<file path="config.mk">
export PLATFORM = sky130hd
export DESIGN_NAME = rx_descrambler
export DESIGN_NICKNAME = d
export VERILOG_FILES = /design/src/rtl/rx_pkg.sv /design/src/rtl/scr_byte_step.sv /design/src/rtl/rx_descrambler.sv
export SDC_FILE = /design/constraint.sdc
export NUM_CORES = 1
export LEC_CHECK = 0
export CAP_MARGIN = 40
export CORE_UTILIZATION = 36
export DETAILED_ROUTE_END_ITERATION = 10
export GPL_TIMING_DRIVEN = 0
export MAX_ROUTING_LAYER = met4
export PLACE_DENSITY_LB_ADDON = 0.1
export SYNTH_ARGS = -nofsm -noshare
export SYNTH_HDL_FRONTEND = slang
export SYNTH_SLANG_ARGS = --single-unit
</file>
<file path="constraint.sdc">
create_clock -name clk -period 4.5 [get_ports clk]
set_input_delay 0.9 -clock clk [delete_from_list [all_inputs] [get_ports clk]]
set_output_delay 0.9 -clock clk [all_outputs]
set_load 0.05 [all_outputs]
</file>
<file path="src/rtl/rx_pkg.sv">
// Shared constants and types for the Gen1/Gen2 RX descrambler lane logic.
package rx_pkg;

  localparam logic [7:0]  K_COM    = 8'hBC;
  localparam logic [7:0]  K_SKP    = 8'h1C;
  localparam logic [15:0] SCR_SEED = 16'hFFFF;
  localparam logic [15:0] SCR_POLY = 16'h0039;

  localparam logic [1:0] SEL_8  = 2'd0;
  localparam logic [1:0] SEL_16 = 2'd1;
  localparam logic [1:0] SEL_32 = 2'd2;

  // adv = 0 marks a SKP byte; com marks a COM that re-seeds the LFSR
  typedef struct packed {
    logic adv;
    logic com;
  } byte_class_t;

  // Bytes of the PIPE word that take part in descrambling for a width code.
  function automatic logic [3:0] active_mask(input logic [1:0] sel);
    case (sel)
      SEL_8:   active_mask = 4'b0001;
      SEL_16:  active_mask = 4'b0011;
      default: active_mask = 4'b1111;
    endcase
  endfunction

endpackage

</file>
<file path="src/rtl/scr_byte_step.sv">
// One byte of the scrambling LFSR: produces the 8-bit key and the state
// that the next byte sees.
module scr_byte_step
  import rx_pkg::*;
#(
  parameter logic [15:0] SEED = SCR_SEED,
  parameter logic [15:0] POLY = SCR_POLY
) (
  input  logic [15:0] s,
  input  byte_class_t cls,
  output logic [7:0]  key,
  output logic [15:0] s_next
);

  logic [15:0] t;

  always_comb begin
    t   = s;
    key = '0;
    // Key bits leave from the MSB, least-significant key bit first.
    for (int j = 0; j < 8; j++) begin
      key[j] = t[15];
      t      = {t[14:0], 1'b0} ^ (t[15] ? POLY : 16'h0000);
    end
    s_next = s;
    if (cls.adv) begin
      s_next = cls.com ? SEED : t;
    end
  end

endmodule

</file>
<file path="src/rtl/rx_descrambler.sv">
// Single-lane 8b/10b RX descrambler: chains four byte steps across the PIPE
// word and registers data, K flags and valid with one cycle of latency.
module rx_descrambler
  import rx_pkg::*;
#(
  parameter logic [15:0] SEED = SCR_SEED,
  parameter logic [15:0] POLY = SCR_POLY
) (
  input  logic        clk,
  input  logic        reset,
  input  logic [31:0] dataIn,
  input  logic [3:0]  dataKIn,
  input  logic        validIn,
  input  logic        patternReset,
  input  logic [3:0]  advance,
  input  logic [1:0]  LFSRSel,
  input  logic        turnOff,
  output logic [31:0] dataOut,
  output logic [3:0]  dataKOut,
  output logic        validOut
);

  // Valid-only stream: a word is transferred on every cycle validIn is high;
  // there is no ready, the block always accepts and never stalls.

  logic [15:0]       lfsr;
  logic [4:0][15:0]  s_chain;
  logic [3:0][7:0]   key;
  byte_class_t [3:0] cls;

  logic [3:0]  mask;
  logic        com_hit;
  logic [31:0] d_next;
  logic [3:0]  k_next;
  logic [15:0] s_final;

  assign s_chain[0] = lfsr;

  for (genvar g = 0; g < 4; g++) begin : g_step
    assign cls[g] = '{adv: advance[g],
                      com: dataKIn[g] && (dataIn[8*g +: 8] == K_COM) && patternReset};

    scr_byte_step #(.SEED(SEED), .POLY(POLY)) u_step (
      .s      (s_chain[g]),
      .cls    (cls[g]),
      .key    (key[g]),
      .s_next (s_chain[g+1])
    );
  end

  always_comb begin
    mask    = active_mask(LFSRSel);
    com_hit = 1'b0;
    d_next  = '0;
    k_next  = '0;
    for (int i = 0; i < 4; i++) begin
      if (mask[i]) begin
        d_next[8*i +: 8] = (advance[i] && !dataKIn[i]) ? (dataIn[8*i +: 8] ^ key[i])
                                                       : dataIn[8*i +: 8];
        k_next[i] = dataKIn[i];
        com_hit   = com_hit | (cls[i].adv & cls[i].com);
      end
    end

    case (LFSRSel)
      SEL_8:   s_final = s_chain[1];
      SEL_16:  s_final = s_chain[2];
      default: s_final = s_chain[4];
    endcase
    // A COM that was not seen in the active bytes still re-seeds after the word.
    if (patternReset && !com_hit) begin
      s_final = SEED;
    end

    if (turnOff) begin
      d_next  = dataIn;
      k_next  = dataKIn;
      s_final = SEED;
    end
  end

  always_ff @(posedge clk) begin
    if (reset) begin
      lfsr     <= SEED;
      dataOut  <= '0;
      dataKOut <= '0;
      validOut <= 1'b0;
    end else if (validIn) begin
      lfsr     <= s_final;
      dataOut  <= d_next;
      dataKOut <= k_next;
      validOut <= 1'b1;
    end else begin
      validOut <= 1'b0;
    end
  end

endmodule

</file>
# [Yosys cells after proc, flatten, opt, wreduce, memory -nomap -nowiden]
# Cells that the tools add are included.
# W data, S select, Z words.
[word_totals] regBits=53 input_bits=47
[op_classes] n_reduce_logical=19 n_bitwise=43 n_mux=63 eq_ne=5
[ops] operator="$xor A16 B16 Y16" n=32
[ops] operator="$mux W6" n=32
[ops] operator="$mux W16" n=10
[ops] operator="$mux W8" n=8
[ops] operator="$eq A8 B8 Y1 const B" n=4
[ops] operator="$mux W32" n=1
[ops] operator="$pmux W16 S2" n=1
[ops] operator="$xor A8 B8 Y8" n=4
[ops] operator="$logic_and A1 B1 Y1" n=13
[ops] operator="$mux W1" n=9
[ops] operator="$pmux W4 S2" n=1
[ops] operator="$logic_not A1 Y1" n=5
[ops] operator="$and A1 B1 Y1" n=4
[ops] operator="$mux W4" n=1
[ops] operator="$or A1 B1 Y1" n=3
[ops] operator="$eq A2 B1 Y1 const B" n=1
[ops] operator="$logic_not A2 Y1" n=1

# [Longest topological paths before layout]
# Gate-level depths: netlist of run 1.
[logic_depth] ltp_word=75 mapped_depth=13

# [By module]
# From an unflattened synthesis of run 1, not the netlist that was laid out.
[unflattened] cells_unflattened=640 area_unflattened_um2=5012.3
[by_module_without_submodules] module="rx_descrambler" cells_per_inst=380 area_each_um2=3265.6 instances=1
[by_module_without_submodules] module="scr_byte_step" cells_per_inst=65 area_each_um2=436.7 instances=4

# [Worst setup path before layout of run 1]
# Ideal clock, no wire load.
[synth_timing] path_type="input -> register" startpoint="in dataIn[6]" endpoint="reg lfsr[7]" t_arrival_ns=3.632 path_stages=13 path_slack_ns=0.799 cell_sequence="nand4b_1 > or3_4 > buf_6 > a31oi_1 > xnor3_1 > o22a_1 > clkbuf_1 > nor2_1 > a21oi_1 > xor2_1 > xnor2_1 > o221ai_1 > a21oi_1"
[synth_between] elab_chain_len=40
[synth_rtl] element="start, declared" line="rx_descrambler.sv:11" text="input logic [31:0] dataIn,"
[synth_rtl] element="$eq A8 B8 Y1 (*)" line="rx_descrambler.sv:41" text="com: dataKIn[g] && (dataIn[8*g +: 8] == K_COM) && patternReset};"
[synth_rtl] element="$logic_and A1 B1 Y1 (*) (2 in series)" line="rx_descrambler.sv:41"
[synth_rtl] element="$mux W16" line="scr_byte_step.sv:27" text="s_next = cls.com ? SEED : t;"
[synth_rtl] element="$mux W16" line="scr_byte_step.sv:26" text="if (cls.adv) begin"
[synth_rtl] element="$mux W6 / $xor A16 B16 Y16 (equally long branches)" line="scr_byte_step.sv:23" text="t = {t[14:0], 1'b0} ^ (t[15] ? POLY : 16'h0000);"
[synth_rtl] element="$xor A16 B16 Y16 (2 in series)" line="scr_byte_step.sv:23"
[synth_rtl] element="$xor A16 B16 Y16 / $mux W6 (equally long branches) (5 in series)" line="scr_byte_step.sv:23"
[synth_rtl] element="$xor A16 B16 Y16 / $mux W16 (equally long branches)" line="scr_byte_step.sv:23, scr_byte_step.sv:27"
[synth_rtl] element="[13 not listed]"
[synth_rtl] element="$xor A16 B16 Y16 (2 in series)" line="scr_byte_step.sv:23"
[synth_rtl] element="$xor A16 B16 Y16 / $mux W6 (equally long branches) (3 in series)" line="scr_byte_step.sv:23"
[synth_rtl] element="$xor A16 B16 Y16 (3 in series)" line="scr_byte_step.sv:23"
[synth_rtl] element="$mux W16" line="scr_byte_step.sv:27"
[synth_rtl] element="$mux W16" line="scr_byte_step.sv:26"
[synth_rtl] element="$pmux W16 S2" line="rx_descrambler.sv:65" text="case (LFSRSel)"
[synth_rtl] element="$mux W16 (*)" line="rx_descrambler.sv:71" text="if (patternReset && !com_hit) begin"
[synth_rtl] element="$mux W16 (*)" line="rx_descrambler.sv:75" text="if (turnOff) begin"
[synth_rtl] element="end signal, assigned" line="rx_descrambler.sv:89" text="lfsr <= s_final;"
[synth_rtl] element="end, declared" line="rx_descrambler.sv:26" text="logic [15:0] lfsr;"
# Mark *: on every way between the ends. The rest lies on a longest branch, timed or not.
# A chain may end at the register's enable or synchronous reset.

# [Final worst setup path of run 1]
[layout_timing] startpoint="in advance[1]" endpoint="reg lfsr[6]"
[layout_between] elab_chain_len=26
[layout_rtl] element="start, declared" line="rx_descrambler.sv:15" text="input logic [3:0] advance,"
[layout_rtl] element="$mux W16" line="scr_byte_step.sv:26"
[layout_rtl] element="$mux W6 / $xor A16 B16 Y16 (equally long branches)" line="scr_byte_step.sv:23"
[layout_rtl] element="$xor A16 B16 Y16 / $mux W6 (equally long branches) (3 in series)" line="scr_byte_step.sv:23"
[layout_rtl] element="$xor A16 B16 Y16 (5 in series)" line="scr_byte_step.sv:23"
[layout_rtl] element="$mux W16" line="scr_byte_step.sv:27"
[layout_rtl] element="$mux W16" line="scr_byte_step.sv:26"
[layout_rtl] element="$xor A16 B16 Y16 (4 in series)" line="scr_byte_step.sv:23"
[layout_rtl] element="$mux W6 / $xor A16 B16 Y16 (equally long branches)" line="scr_byte_step.sv:23"
[layout_rtl] element="$xor A16 B16 Y16 / $mux W6 (equally long branches) (2 in series)" line="scr_byte_step.sv:23"
[layout_rtl] element="$xor A16 B16 Y16 (2 in series)" line="scr_byte_step.sv:23"
[layout_rtl] element="$mux W16" line="scr_byte_step.sv:27"
[layout_rtl] element="$mux W16" line="scr_byte_step.sv:26"
[layout_rtl] element="$pmux W16 S2" line="rx_descrambler.sv:65"
[layout_rtl] element="$mux W16 (*)" line="rx_descrambler.sv:71"
[layout_rtl] element="$mux W16 (*)" line="rx_descrambler.sv:75"
# Marks and branches as above.

==> results.toml, run 1 <==
[power_and_ir_drop]
p_leak_nw = 2.12
power_density_mw_per_mm2 = 293
finalPower_mw = 1.75
vdd_ir_drop_max_mv = 0.149

[critical_path]
reg2reg_slack_ps = 840
path_common_cell = "xnor2_1"
cp_max_fo = 9
crit_path_max_incr_delay_ps = 580
path_class = "in -> reg"
reg2reg_depth = 12
crit_family = "compound AO/OA/AOI/OAI gates"
crit_path_end_kind = "flip-flop"
worst_r2r_endpoint = "lfsr[6]$_SDFFE_PP1P_"
cp.required_ps = 4690
crit_slowest_cell = "clkdlybuf4s50_1"
critPathBufInv = 2
cp.arrival_ps = 4660
r2r_start = "lfsr[8]$_SDFFE_PP1P_"
crit_path_start_kind = "primary input"
cp_cell_sequence = "clkdlybuf4s50_1 -> clkinv_1 -> a21oi_4 -> nand3_1 -> o221ai_1 -> xnor3_1 -> o22a_1 -> xnor2_1 -> xnor2_1 -> o21ai_0 -> a21oi_1"

[cells_and_area]
finalInstanceArea_mm2 = 0.00596
syn_to_final_growth_pct = 28.0
stdcell_count = 863
nNetsFinal = 737
drive_above_1_share_pct = 8.83
insertedDiodeCount = 0
final_util_pct = 47.2

[detailed_routing]
ant_nets = 0
drtPass1Iterations = 7
drtIter0Drc = 489
vias = 4703
wl_per_cell_um = 19.7
vias_per_cell = 5.45
wirelength_mm = 17.0
remaining_drc_errors = 0

[logic_synthesis]
ys_top_cells_by_area = "dfxtp_1 (23%), xnor2_1 (13%), a21oi_1 (7.0%)"
syn_nets = 645
synthDistinctLibCells = 63
synth_cells = 598
netlist_area_mm2 = 0.00465
seq_area_frac_synth_pct = 22.8
synth.avg_cell_area_um2 = 7.78
synth_edf_count = 0
synth_top_area_share_pct = 22.8
yosysTopAreaCell = "dfxtp_1"
ys_ff_latch = 53
yosys_most_used_dff = "dfxtp_1"
yosysWarnings = 0
async_flop_share_pct = 0

[floorplanning]
fp.dieArea_mm2 = 0.0134
pin_count = 84
core_area_mm2 = 0.0126
die_h_um = 116
start_util_pct = 36.9
dieWidth_um = 116
num_rows = 41

[grt]
gr-max-usage-layer = "met2"
grt_pass1_wl_mm = 26.0
gr-total-overflow = 0
met2_usage_pct = 42.0
grt_use_met3_pct = 4.29
gr-usage-all-layers_pct = 27.1
grt_pass1_vias = 4454
antenna_found_initial = 0
gr-usage-met1_pct = 35.5
grt_max_degree = 16

[sta]
min_period_ps = 4470
max_slew.worst_pin.slew_ps = 734
finalHoldViolations = 0
setup_violations = 0
whs_ps = 485
finClkSkew_ps = 4.43
rsz0062_at_grt = "no"
fmax_ghz = 0.224
slew_headroom_pct = 50.7
slew_violations = 0
fin_crit_sh_pct = 99.3

[clock_tree]
cts_buffer_depth = 2
clockRootBuffer = "clkbuf_16"
clock_sinks = 53
h-tree-depth = 2
numCtsBuffers = 5
ctsHoldBuffers = 0
cts_tree = "built"
clock_latency_ps = 310
cts.reportedPaths.clkPinSlew_ps = 70

[min_path]
hold_depth = 2
worstHoldEndpoint = "dataOut[1]$_SDFFE_PP0P_"
hp-class = "reg -> reg"
min_from = "dataOut[1]$_SDFFE_PP0P_"

[placement]
place.gp.congestion = 0.934
dp.final_hpwl_mm = 13.0
dp.cells = 848
port_buffers = 78
place_area_mm2 = 0.00565

[job]
cap_violations = 0

[run_status]
status = "completed"
[state kept, by name, summed over array words and instances (netlist names)]
register  count
validOut      1
lfsr         16
dataKOut      4
dataOut      32
[synth_stat cells, types with 3 or more instances]
| cell type | n |
|---|---|
| nor2_1 | 86 |
| xnor2_1 | 69 |
| a21oi_1 | 65 |
| dfxtp_1 | 53 |
| nand2_1 | 40 |
| clkbuf_1 | 33 |
| xor2_1 | 32 |
| nor2b_1 | 28 |
| buf_2 | 12 |
| mux2i_1 | 12 |
| o221ai_1 | 12 |
| o21ai_0 | 11 |
| nor3_1 | 10 |
| o21a_1 | 10 |
| o22a_1 | 10 |
| o22ai_1 | 10 |
| a211oi_1 | 9 |
| inv_1 | 9 |
| nand2b_1 | 9 |
| o211ai_1 | 9 |
| xnor3_1 | 6 |
| a31oi_1 | 4 |
| a31oi_4 | 4 |
| nand4b_1 | 4 |
| nand3_1 | 3 |
| o31a_1 | 3 |
| o32ai_1 | 3 |
[power by group]
part | switching [mW] | internal, mW
registers | 0.0141 | 0.496
clock network | 0.185 | 0.207
logic | 0.498 | 0.346
total | 0.698 | 1.05
[through the flow]
step	setup TNS [ps]	setup WS (ps)
floorplan	0	799
finish	0	31.2
detailed placement	-10880	-823
global placement	-11550	-864
CTS	0	16.2
global route	0	10.8
[per-layer routing]
| metal | wire length, um | up-vias |
|---|---|---|
| li1 | - | 2265 |
| met1 | 7900 | 2228 |
| met2 | 7860 | 185 |
| met3 | 820 | 25 |
| met4 | 437 | 0 |
| met5 | 0 | - |
[cell type report]
class                      instances  area [um2]
clock inverter                     1        7.51
timing repair buffer              86         840
buffer                            48         208
clock buffer                       7         133
tap                              172         215
multi-input combinational        486        3460
inverter                          10        37.5
fill                            1303        6660
sequential                        53        1060
[repair_timing]
item	in CTS	in global routing
buffers inserted	0	8
endpoints found under the hold margin	0	0
pin swaps	0	3
setup endpoints to repair	18	12
resized for setup	8	14
[cell usage in the layout (no fill, tap or decap), types with 4 or more instances in the layout]
cell / instances
clkbuf_1: 33
o221ai_1: 12
nand2_1: 40
o22ai_1: 9
mux2i_1: 12
nor3_1: 10
nand2b_1: 9
xnor3_1: 6
nand4b_1: 4
nor2_1: 86
nor2b_1: 28
clkbuf_16: 5
a211oi_1: 9
dfxtp_1: 53
a31oi_4: 6
o22a_1: 9
buf_2: 12
clkdlybuf4s50_1: 77
xor2_1: 32
o21a_1: 10
o21ai_0: 11
buf_4: 9
a21oi_2: 5
xnor2_1: 67
a21oi_1: 59
inv_1: 9
o211ai_1: 9
[cell families after synthesis]
logic type / after synthesis / share of synthesized area [%]
xor+xnor: 110 / 23.1
flops: 53 / 22.8
buf+inv: 59 / 5.32
mux: 12 / 2.58
compound gates: 171 / 26.1
simple gates: 193 / 20.1
[worst max-delay path by stage]
stage / cells past startpoint / start / endpoint / slack, ps
floorplan: 13 / dataIn[6] / lfsr[7]$_SDFFE_PP1P_ / 800
global placement: 14 / patternReset / lfsr[6]$_SDFFE_PP1P_ / -860
detailed placement: 14 / patternReset / lfsr[6]$_SDFFE_PP1P_ / -820
CTS: 13 / dataKIn[0] / lfsr[6]$_SDFFE_PP1P_ / 20
global route: 13 / dataKIn[0] / lfsr[5]$_SDFFE_PP1P_ / 10
finish: 11 / advance[1] / lfsr[6]$_SDFFE_PP1P_ / 30
[tightest hold or removal path, stage by stage (launching register included)]
cell and delay (ps):
dfxtp_1 310, nor2_1 80, a211oi_1 50
No activity file was read; power rests on OpenSTA's default activity.
==> run 2, diff against run 1 <==
Settings changed: CORE_MARGIN set to 2, CORE_UTILIZATION 36 to 54.
==> run 2 against run 1 <==
Net effect: die area is 30% lower; global-route usage is 6.5 points higher; worst hold slack better by 5.9 ps; cell count is 8.5% lower; largest cell class unchanged; via count is 2.7% higher; routed wire length is 6.0% lower; critical endpoint is now lfsr[5]$_SDFFE_PP1P_; fmax is 1.2% higher; sequential power hardly changed; largest power group unchanged; combinational power is 3.1% lower; register-to-register slack better by 100 ps.
==> results.toml, run 2 (synthesized netlist as in run 1, its figures left out) <==
[run_status]
status = "completed"

[sta]
fmax_ghz = 0.226
fin_ws_ps = 84.6
min_period_ps = 4420
setup_violations = 0
slew_violations = 0
slew_headroom_pct = 45.2
fin_crit_sh_pct = 98.1
max_slew.worst_pin.slew_ps = 816
finalHoldViolations = 0
rsz0062_at_grt = "yes"
finClkSkew_ps = 13.3

[detailed_routing]
vias = 4830
drtIter0Drc = 461
wl_per_cell_um = 20.3
wirelength_mm = 16.0
ant_nets = 0
vias_per_cell = 6.11
drtPass1Iterations = 7
remaining_drc_errors = 0

[clock_tree]
cts_tree = "built"
clockRootBuffer = "clkbuf_8"
numCtsBuffers = 5
clock_sinks = 53
clock_latency_ps = 320
cts_buffer_depth = 2
ctsHoldBuffers = 0
h-tree-depth = 2
cts.reportedPaths.clkPinSlew_ps = 100

[placement]
place_area_mm2 = 0.00557
place_ws_ps = -779
place.gp.congestion = 1.00
dp.cells = 781
port_buffers = 78
dp.final_hpwl_mm = 12.4

[critical_path]
path_class = "in -> reg"
crit_family = "compound AO/OA/AOI/OAI gates"
crit_path_end_kind = "flip-flop"
reg2reg_depth = 13
crit_path_max_incr_delay_ps = 560
path_common_cell = "o221ai_1"
cp_cell_sequence = "clkdlybuf4s50_1 -> clkinv_1 -> a21oi_2 -> nand3_1 -> o221ai_1 -> xnor3_1 -> o22a_1 -> xnor2_2 -> xnor2_1 -> o221ai_1 -> a31oi_1"
cp.arrival_ps = 4660
cp-startpoint = "advance[1]"
cp.required_ps = 4740
worst-path-stages = 11
crit_path_start_kind = "primary input"
crit_slowest_cell = "a21oi_2"
r2r_start = "lfsr[13]$_SDFFE_PP1P_"
critPathBufInv = 2
cp_max_fo = 9

[floorplanning]
start_util_pct = 56.1
die_h_um = 96.8
pin_count = 84
num_rows = 33
dieWidth_um = 96.8
core_area_mm2 = 0.00830
fp.dieArea_mm2 = 0.00938

[power_and_ir_drop]
power_density_mw_per_mm2 = 280
swShare_pct = 41.5
power_switching_mw = 0.667
clkPwrFrac_pct = 17.3
p_comb_share_pct = 50.9
p_seq_share_pct = 31.8
finalPower_mw = 1.61
p_int_mw = 0.939
p_leak_nw = 2.05
vdd_ir_drop_max_mv = 0.179

[min_path]
hp-class = "reg -> reg"
min_from = "dataOut[3]$_SDFFE_PP0P_"
hold_depth = 2

[grt]
grt_pass1_vias = 4569
grt_pass1_wl_mm = 24.7
gr-total-overflow = 0
gr-usage-all-layers_pct = 33.7
grt_max_degree = 17
antenna_found_initial = 0

[cells_and_area]
reg_top3 = "dataOut: 32 flops, lfsr: 16 flops, dataKOut: 4 flops"
insertedDiodeCount = 0
drive_above_1_share_pct = 7.30
regMostFlops = "dataOut"
stdcell_count = 790
largest_reg_flops = 32
syn_to_final_growth_pct = 23.1
final_util_pct = 69.0
finalInstanceArea_mm2 = 0.00573
final_common_cell = "nor2_1"
nNetsFinal = 731
final_cell_mix = "nor2_1 (86), clkdlybuf4s50_1 (77), xnor2_1 (68), a21oi_1 (61), dfxtp_1 (53)"

[job]
cap_violations = 0
run 2: path summary, 6_finish.rpt:
path         slack (ps)                       to
min reg2reg         490  dataOut[3]$_SDFFE_PP0P_
min                 490  dataOut[3]$_SDFFE_PP0P_
max reg2reg         940     lfsr[6]$_SDFFE_PP1P_
max                  80     lfsr[5]$_SDFFE_PP1P_
run 2: repair_timing:
item,CTS,global route
pin swaps,2,1
resized for setup,10,2
buffers inserted,2,0
endpoints found under the setup margin,14,3
gates cloned,0,0
run 2: area by class of cell:
type / count / area [um2]
clock buffers: 6 / 72.6
repair buffers: 80 / 795
plain buffers: 48 / 206
inverters: 10 / 37.5
flip-flops and latches: 53 / 1060
well taps: 105 / 131
fillers: 715 / 2570
clock inverters: 2 / 15.0
multi-input cells: 486 / 3410
run 2: through the flow:
| step | TNS [ps] | hold slack (ps) |
|---|---|---|
| 3_5_place_dp | -8220 | 482 |
| 3_3_place_gp | -7880 | 475 |
| 4_1_cts | 0 | 498 |
| 6_report | 0 | 491 |
| 2_1_floorplan | 0 | 483 |
| 5_1_grt | -24.2 | 512 |
run 2: per-layer routing:
metal	track usage, %	vias to the layer above	wire length (um)
met3	5.78	57	1370
met2	53.7	271	7330
met5	-	-	0
met1	42.4	2258	6580
li1	-	2244	-
met4	13.9	0	723
run 2: worst reg2reg max path: stages (launching register included):
cell and delay (ps):
dfxtp_1 310, buf_2 270, xor2_1 260, xnor2_1 170, a21o_1 140, clkbuf_1 450
xnor2_1 130, a21oi_1 430, xnor2_1 170, a21oi_2 360, xor2_1 290, xnor2_1 110
o21ai_0 260, a21oi_1 110
run 2: power groups by stage:
stage / combinational [mW] / sequential [mW] / clock (mW)
2_1_floorplan: 0.488 / 0.592 / 0
3_3_place_gp: 0.775 / 0.519 / 0
3_5_place_dp: 0.782 / 0.521 / 0
4_1_cts: 0.796 / 0.510 / 0.277
5_1_grt: 0.861 / 0.513 / 0.296
6_report: 0.818 / 0.511 / 0.277
==> run 3, diff against run 2 <==
Settings changed: CORE_MARGIN 2 to not set.
==> run 3 against run 2 <==
Net effect: sequential cell count is the same; power grew 3.5%; combinational power is essentially flat; sequential share of layout area shrank 0.15 points; cell count grew 0.13%; clock skew grew 4.1 ps; first-iteration DRC count shrank 11%; via count grew 0.85%; die area shrank 4.1%; fmax grew 0.54%; clock-buffer cell count shrank 1; critical path type unchanged.
==> results.toml, run 3 (synthesized netlist as in run 1, its figures left out) <==
[run_status]
status = "completed"

[clock_tree]
ctsHoldBuffers = 0
clock_latency_ps = 320
clockRootBuffer = "clkbuf_8"
cts_tree = "built"
h-tree-depth = 2
numCtsBuffers = 5
cts_buffer_depth = 2
cts.reportedPaths.clkPinSlew_ps = 110
clock_sinks = 53

[critical_path]
cp_max_fo = 10
crit_path_end_kind = "flip-flop"
cp.required_ps = 4690
reg2reg_depth = 12
cp.arrival_ps = 4580
path_class = "in -> reg"
crit_slowest_cell = "xnor3_1"
path_common_cell = "xnor2_1"
crit_path_start_kind = "primary input"
cp_cell_sequence = "clkdlybuf4s50_1 -> nand4b_1 -> or3_4 -> buf_6 -> a31oi_4 -> xnor2_1 -> a22oi_4 -> xnor3_1 -> o22a_1 -> xnor2_1 -> xnor2_1 -> o21ai_0 -> a21oi_1"
crit_path_max_incr_delay_ps = 460

[detailed_routing]
vias = 4871
remaining_drc_errors = 0
ant_nets = 0
drtPass1Iterations = 5
met1_length_mm = 6.66
highest_layer = "met4"
dr_wl_met3_mm = 1.29
wirelength_mm = 16.0
wl_per_cell_um = 20.3
wl_met2_mm = 7.46
vias_per_cell = 6.16
drtIter0Drc = 409

[cells_and_area]
seq_area_mm2 = 0.00106
regMostFlops = "dataOut"
final_util_pct = 69.6
drive_above_1_share_pct = 8.16
n_fill_cell = 678
largest_reg_flops = 32
syn_to_final_growth_pct = 24.1
final_cell_mix = "nor2_1 (86), clkdlybuf4s50_1 (77), xnor2_1 (69), a21oi_1 (59), dfxtp_1 (53)"
nNetsFinal = 732
multi_input_area_mm2 = 0.00342
final_common_cell = "nor2_1"
finalInstanceArea_mm2 = 0.00578
reg_top3 = "dataOut: 32 flops, lfsr: 16 flops, dataKOut: 4 flops"
insertedDiodeCount = 0

[placement]
place_area_mm2 = 0.00557
place.gp.congestion = 0.987
dp.final_hpwl_mm = 12.3
port_buffers = 78

[sta]
slew_headroom_pct = 48.2
finalHoldViolations = 0
fin_setup_tns_ps = 0
setup_violations = 0
slew_violations = 0
fmax_ghz = 0.228
max_slew.worst_pin.slew_ps = 770
min_period_ps = 4390
finClkSkew_ps = 17.4
fin_crit_sh_pct = 97.6
whs_ps = 493

[grt]
antenna_found_initial = 0
gr-total-overflow = 0
gr-usage-all-layers_pct = 36.7
grt_max_degree = 18
grt_pass1_vias = 4542
grt_pass1_wl_mm = 24.1

[power_and_ir_drop]
power_density_mw_per_mm2 = 288
p_leak_nw = 2.08
finalPower_mw = 1.66
vdd_ir_drop_max_mv = 0.185

[floorplanning]
num_rows = 33
dieWidth_um = 94.8
core_area_mm2 = 0.00830
fp.dieArea_mm2 = 0.00899
pin_count = 84
start_util_pct = 56.1
die_h_um = 94.8

[min_path]
hold_depth = 2
hp-class = "reg -> reg"

[job]
cap_violations = 0
run 3: where the power goes:
| group | internal, mW | total, mW | leakage [nW] | switching, mW |
|---|---|---|---|---|
| Combinational | 0.333 | 0.817 | 1.59 | 0.484 |
| Sequential | 0.496 | 0.510 | 0.435 | 0.0146 |
| Clock | 0.167 | 0.334 | 0.0585 | 0.167 |
run 3: layout make-up:
class | instances | share of cell area [%]
multi-input combinational | 486 | 59.2
sequential | 53 | 18.4
timing repair buffer | 82 | 14.1
buffer | 47 | 3.51
tap | 105 | 2.27
clock buffer | 5 | 1.19
clock inverter | 3 | 0.758
inverter | 10 | 0.650
run 3: metal layers:
metal / up-vias / track usage, %
met3: 48 / 3.86
met2: 284 / 59.9
met5: - / -
met4: 0 / 14.0
met1: 2287 / 46.7
li1: 2252 / -
run 3: per-stage QoR:
step	cells	worst slack, ps
floorplan	598	799
global placement	781	-614
detailed placement	781	-616
CTS	790	7.31
global route	791	-1.54
finish	791	108
run 3: what timing repair did:
| item | in CTS | in global routing |
|---|---|---|
| setup endpoints to repair | 11 | 14 |
| pin swaps | 1 | 1 |
| endpoints found under the hold margin | 0 | 0 |
| gates resized for setup | 7 | 8 |
| buffers inserted | 2 | 2 |
run 3: path summary, 6_finish.rpt:
path                      startpoint                       to  slack (ps)
max                        dataIn[6]     lfsr[6]$_SDFFE_PP1P_         110
min          dataOut[2]$_SDFFE_PP0P_  dataOut[2]$_SDFFE_PP0P_         490
max reg2reg     lfsr[8]$_SDFFE_PP1P_     lfsr[6]$_SDFFE_PP1P_         830
min reg2reg  dataOut[2]$_SDFFE_PP0P_  dataOut[2]$_SDFFE_PP0P_         490
run 3: worst max-delay path, delay by kind of cell:
| kind | cells | cell delay (ps) |
|---|---|---|
| xor+xnor | 4 | 920 |
| compound gates | 5 | 1320 |
| buf+inv | 2 | 620 |
| simple gates | 2 | 790 |
==> patch 1, RTL diff (config.mk and constraints of run 2) <==
Register the inputs `dataIn`, `dataKIn`, `validIn`, `advance`, `LFSRSel` and `turnOff` before use, with the module's reset. The logic sees them one clock later. Comments in the files are not updated.
--- a/src/rtl/rx_descrambler.sv
+++ b/src/rtl/rx_descrambler.sv
@@ -20,6 +20,31 @@
   output logic        validOut
 );
 
+  logic [31:0] dataIn_q;
+  logic [3:0] dataKIn_q;
+  logic validIn_q;
+  logic [3:0] advance_q;
+  logic [1:0] LFSRSel_q;
+  logic turnOff_q;
+
+  always_ff @(posedge clk) begin
+    if (reset) begin
+      dataIn_q  <= '0;
+      dataKIn_q <= '0;
+      validIn_q <= '0;
+      advance_q <= '0;
+      LFSRSel_q <= '0;
+      turnOff_q <= '0;
+    end else begin
+      dataIn_q  <= dataIn;
+      dataKIn_q <= dataKIn;
+      validIn_q <= validIn;
+      advance_q <= advance;
+      LFSRSel_q <= LFSRSel;
+      turnOff_q <= turnOff;
+    end
+  end
+
   // Valid-only stream: a word is transferred on every cycle validIn is high;
   // there is no ready, the block always accepts and never stalls.
 
@@ -37,8 +62,8 @@
   assign s_chain[0] = lfsr;
 
   for (genvar g = 0; g < 4; g++) begin : g_step
-    assign cls[g] = '{adv: advance[g],
-                      com: dataKIn[g] && (dataIn[8*g +: 8] == K_COM) && patternReset};
+    assign cls[g] = '{adv: advance_q[g],
+                      com: dataKIn_q[g] && (dataIn_q[8*g +: 8] == K_COM) && patternReset};
 
     scr_byte_step #(.SEED(SEED), .POLY(POLY)) u_step (
       .s      (s_chain[g]),
@@ -49,20 +74,20 @@
   end
 
   always_comb begin
-    mask    = active_mask(LFSRSel);
+    mask    = active_mask(LFSRSel_q);
     com_hit = 1'b0;
     d_next  = '0;
     k_next  = '0;
     for (int i = 0; i < 4; i++) begin
       if (mask[i]) begin
-        d_next[8*i +: 8] = (advance[i] && !dataKIn[i]) ? (dataIn[8*i +: 8] ^ key[i])
-                                                       : dataIn[8*i +: 8];
-        k_next[i] = dataKIn[i];
+        d_next[8*i +: 8] = (advance_q[i] && !dataKIn_q[i]) ? (dataIn_q[8*i +: 8] ^ key[i])
+                                                       : dataIn_q[8*i +: 8];
+        k_next[i] = dataKIn_q[i];
         com_hit   = com_hit | (cls[i].adv & cls[i].com);
       end
     end
 
-    case (LFSRSel)
+    case (LFSRSel_q)
       SEL_8:   s_final = s_chain[1];
       SEL_16:  s_final = s_chain[2];
       default: s_final = s_chain[4];
@@ -72,9 +97,9 @@
       s_final = SEED;
     end
 
-    if (turnOff) begin
-      d_next  = dataIn;
-      k_next  = dataKIn;
+    if (turnOff_q) begin
+      d_next  = dataIn_q;
+      k_next  = dataKIn_q;
       s_final = SEED;
     end
   end
@@ -85,7 +110,7 @@
       dataOut  <= '0;
       dataKOut <= '0;
       validOut <= 1'b0;
-    end else if (validIn) begin
+    end else if (validIn_q) begin
       lfsr     <= s_final;
       dataOut  <= d_next;
       dataKOut <= k_next;
Behaviour: not the same (a bounded check fails within 4 cycles, from zero or initial values and one cycle with reset high).
==> patch 1 against run 2 <==
Register-to-register slack worse by 180 ps; final area up 25%; clock power up 130%; critical path depth up 3; sequential cell count up 44; synthesized area up 26%; non-clock buffer count up 10; power up 35%; routed wire length up 16%; setup slack better by 220 ps; critical path type unchanged; critical endpoint is now lfsr[6]$_SDFFE_PP1P_; largest power group is now registers; highest routed layer unchanged.
==> patch 1: results <==
set metrics [dict create \
    status "complete, no violations" \
    avgViaCountPerCell 5.86 \
    skew_ps 14.4 \
    ys_types 65 \
    critPathLaunchType "input pin" \
    crit_family "compound AO/OA/AOI/OAI gates" \
    power.leakage_uw 0.00257 \
    antenna_found_initial 0 \
    synth.avg_cell_area_um2 8.53 \
    clockRootBuffer "clkbuf_8" \
    dr.pass1.iters 6 \
    reg_top3 "dataIn_q: 32 flops, dataOut: 32 flops, lfsr: 16 flops" \
    place_ws_ps -606 \
    slew_violations 0 \
    grt_pass1_vias 5036 \
    synth_warnings 0 \
    drt_iter0_markers 501 \
    hpwl_mm 14.4 \
    antennaDiodeCount 0 \
    clock_latency_ps 380 \
    track_usage 0.332 \
    cts_buffers 9 \
    num_vias 5433 \
    drive_gt1_frac 0.0737 \
    max-cap-violations 0 \
    grt_max_degree 17 \
    cp_max_fo 10 \
    clk_pin_slew_ps 90 \
    cp.arrival_ps 4430 \
    dpl-instance-area_mm2 0.00688 \
    layout.nets 830 \
    cts_max_path_buffers 2 \
    hp-class "flip-flop to flip-flop" \
    vdd.ir_drop.worst_mv 0.249 \
    relSlewSlack 0.447 \
    place.gp.congestion 1.03 \
    ys.flop_type "dfxtp_1" \
    grt_pass1_wl_mm 28.2 \
    slowest_delay_ps 570 \
    synthTopCellsByArea "dfxtp_1 (33%), xnor2_1 (10%), nor2b_1 (7.9%), nor2_1 (5.2%), xor2_1 (4.9%)" \
    place_inst 911 \
    htree_levels 3 \
    synth_common_cells "dfxtp_1 (97), nor2_1 (82), nor2b_1 (74)" \
    synthArstFlopShare 0 \
    cp_slowest_cell "or4_4" \
    io_buffers 83 \
    yosysSeqAreaShare 0.331 \
    detail_route.wl_per_cell_um 20.1 \
    syn_nets 735 \
]
[patch 1: what timing repair did]
item                                    4_1_cts  5_1_grt
setup buffers                                 1        0
endpoints found under the setup margin        2        6
pin swaps                                     2        0
gates resized for setup                       5        3
[patch 1: logic make-up after synthesis]
logic type	Yosys count	synth area share
and+or+nand+nor	238	0.205
buffers and inverters	63	0.0456
xor gates and xnor gates	109	0.179
AOI/OAI and AO/OA	169	0.219
muxes	12	0.0205
DFF	97	0.331
[patch 1: layer usage]
metal / track usage / vias up / wire, um
met5: - / - / 0
met4: 0.136 / 0 / 622
met3: 0.0555 / 46 / 1210
met2: 0.509 / 240 / 8690
met1: 0.435 / 2592 / 8080
li1: - / 2555 / -
[patch 1: worst paths after layout]
check / startpoint / endpoint / slack (ps) / cells past startpoint
worst min-delay path: dataOut[31]$_SDFFE_PP0P_ / dataOut[31]$_SDFFE_PP0P_ / 490 / 1
worst min register to register: dataOut[31]$_SDFFE_PP0P_ / dataOut[31]$_SDFFE_PP0P_ / 490 / 1
worst max-delay path: patternReset / lfsr[6]$_SDFFE_PP1P_ / 310 / 14
worst max register to register: advance_q[0]$_SDFF_PP0_ / lfsr[6]$_SDFFE_PP1P_ / 760 / 12
[patch 1: power by group]
group / internal (uW) / leakage (uW) / total [uW] / switching [uW]
clock: 330 / 0.000110 / 642 / 312
combinational: 252 / 0.00166 / 608 / 357
sequential: 895 / 0.000798 / 919 / 24.0
[patch 1: area by class of cell]
cell class / instances / area (um2)
multi-input cells: 528 / 3710
fillers: 905 / 3580
flip-flops and latches: 97 / 1940
repair buffers: 84 / 841
plain buffers: 54 / 234
well taps: 140 / 175
clock buffers: 10 / 138
clock inverters: 5 / 87.6
inverters: 9 / 33.8
==> patch 2, RTL diff (flow settings as in run 2) <==
Made on the original files. Reset style: asynchronous (`reset`), changed in one clocked block.
--- a/src/rtl/rx_descrambler.sv
+++ b/src/rtl/rx_descrambler.sv
@@ -79,7 +79,7 @@
     end
   end
 
-  always_ff @(posedge clk) begin
+  always_ff @(posedge clk or posedge reset) begin
     if (reset) begin
       lfsr     <= SEED;
       dataOut  <= '0;
Check against the original RTL: differs if reset is asserted again (counterexample within 4 cycles, from zero or initial values and one cycle with reset high); with reset held inactive, the same outputs for 4 cycles.
==> patch 2 against run 2 <==
Synthesized area grew 5.1%; critical path depth grew 3; routed wire length grew 8.1%; sequential cell count is the same; register-to-register slack lost 280 ps; final cell count shrank 2.9%; setup slack lost 5.8 ps; final area grew 5.9%; utilization grew 0.20 points; non-clock buffer count grew 11.
Power is not compared: it rests on default switching activity, and its combinational part moved more than twofold at a synthesized area within 25%.
==> patch 2: results <==
set metrics [dict create \
    ys_types 62 \
    place_inst 755 \
    drt_iter0_markers 400 \
    ys.flop_type "dfrtp_1" \
    detail_route.wl_per_cell_um 22.6 \
    hold_path_depth 1 \
    antenna_found_initial 0 \
    holdPathEnd "dataOut[14]$_DFFE_PP0P_" \
    syn_nets 609 \
    track_usage 0.365 \
    io_buffers 81 \
    cp_max_fo 10 \
    synthArstFlopShare 1.00 \
    place_ws_ps -323 \
    r2r_end "lfsr[9]$_DFFE_PP1P_" \
    worstReg2RegStart "lfsr[12]$_DFFE_PP1P_" \
    layout.nets 705 \
    rrSetupSlack_ps 660 \
    yosysSeqAreaShare 0.275 \
    met3_length_mm 1.59 \
    tightest_slew_ps 899 \
    skew_ps 7.49 \
    worstHoldStart "dataOut[14]$_DFFE_PP0P_" \
    grt_max_degree 32 \
    m1WireLength_mm 7.12 \
    status "complete, no violations" \
    synth_common_cells "nor2_1 (62), xnor2_1 (51), nand2_1 (47)" \
    avgViaCountPerCell 6.51 \
    layout.cells.non_filler 767 \
    grt_pass1_vias 4850 \
    drive_gt1_frac 0.123 \
    synthTopCellsByArea "dfrtp_1 (19%), xnor2_1 (9.1%), dfstp_2 (8.6%), xor2_1 (7.9%), o2bb2ai_1 (5.0%)" \
    hpwl_mm 12.9 \
    dr.pass1.iters 5 \
]
==> patch 2: changes by cell type after synthesis, moves of 12 or more <==
cell       delta
a21oi_1      -36
a31oi_1      +13
dfrtp_1      +37
dfstp_2      +16
dfxtp_1      -53
nor2_1       -24
nor2b_1      -21
o2bb2ai_1    +27
xnor2_1      -18
xor2_1       +12
==> patch 2: logic make-up after synthesis <==
family | after synthesis | synth area share
AOI/OAI and AO/OA | 181 | 0.287
DFF | 53 | 0.275
buffers and inverters | 63 | 0.0542
muxes | 7 | 0.0146
xor gates and xnor gates | 107 | 0.224
and+or+nand+nor | 151 | 0.144
==> patch 2: repair_timing <==
item	4_1_cts	5_1_grt
setup buffers	0	4
gates resized for setup	0	11
setup endpoints to repair	0	14
==> patch 2: worst max-delay path, cell delays in order <==
cell and delay [ps]:
clkdlybuf4s50_1 670, nand2_1 150, or3_1 400, buf_6 170, buf_2 200, a31oi_2 300, xor2_1 210, mux2i_1 340
nor2_1 130, o22a_1 180, buf_2 180, xnor3_1 390, o221ai_1 170, a22oi_1 260
==> patch 2: how the worst max path moves through the flow <==
stage | startpoint | end | slack [ps] | cells after the start
3_5_place_dp | patternReset | lfsr[8]$_DFFE_PP1P_ | -320 | 13
4_1_cts | patternReset | lfsr[8]$_DFFE_PP1P_ | 10 | 13
3_3_place_gp | advance[1] | lfsr[15]$_DFFE_PP1P_ | -730 | 11
2_1_floorplan | dataIn[0] | lfsr[8]$_DFFE_PP1P_ | 880 | 11
5_1_grt | patternReset | lfsr[6]$_DFFE_PP1P_ | -2 | 13
6_report | patternReset | lfsr[9]$_DFFE_PP1P_ | 80 | 14
==> patch 2: layout make-up <==
| type | instances | area [um2] |
|---|---|---|
| Multi-Input combinational cell | 446 | 3320 |
| Timing Repair Buffer | 89 | 876 |
| Clock inverter | 3 | 50.0 |
| Buffer | 50 | 218 |
| Tap cell | 108 | 135 |
| Clock buffer | 5 | 68.8 |
| Sequential cell | 53 | 1350 |
| Fill cell | 729 | 2700 |
| Inverter | 13 | 48.8 |
==> patch 2: routing by layer <==
metal | GRT usage | vias up
li1 | - | 2216
met1 | 0.486 | 2427
met2 | 0.567 | 302
met3 | 0.0618 | 47
met4 | 0.125 | 0
met5 | - | -
==> patch 2: power breakdown <==
part	switching, uW	internal [uW]
Combinational	1050	776
Clock	195	171
Sequential	44.0	555
==> patch 2: metrics by stage <==
stage,utilization,area (um2),TNS [ps]
5_1_grt,0.692,6070,-2.13
3_3_place_gp,0.666,5840,-9320
2_1_floorplan,-,4890,0
3_5_place_dp,0.670,5870,-2750
6_report,0.692,6070,0
4_1_cts,0.684,5990,0
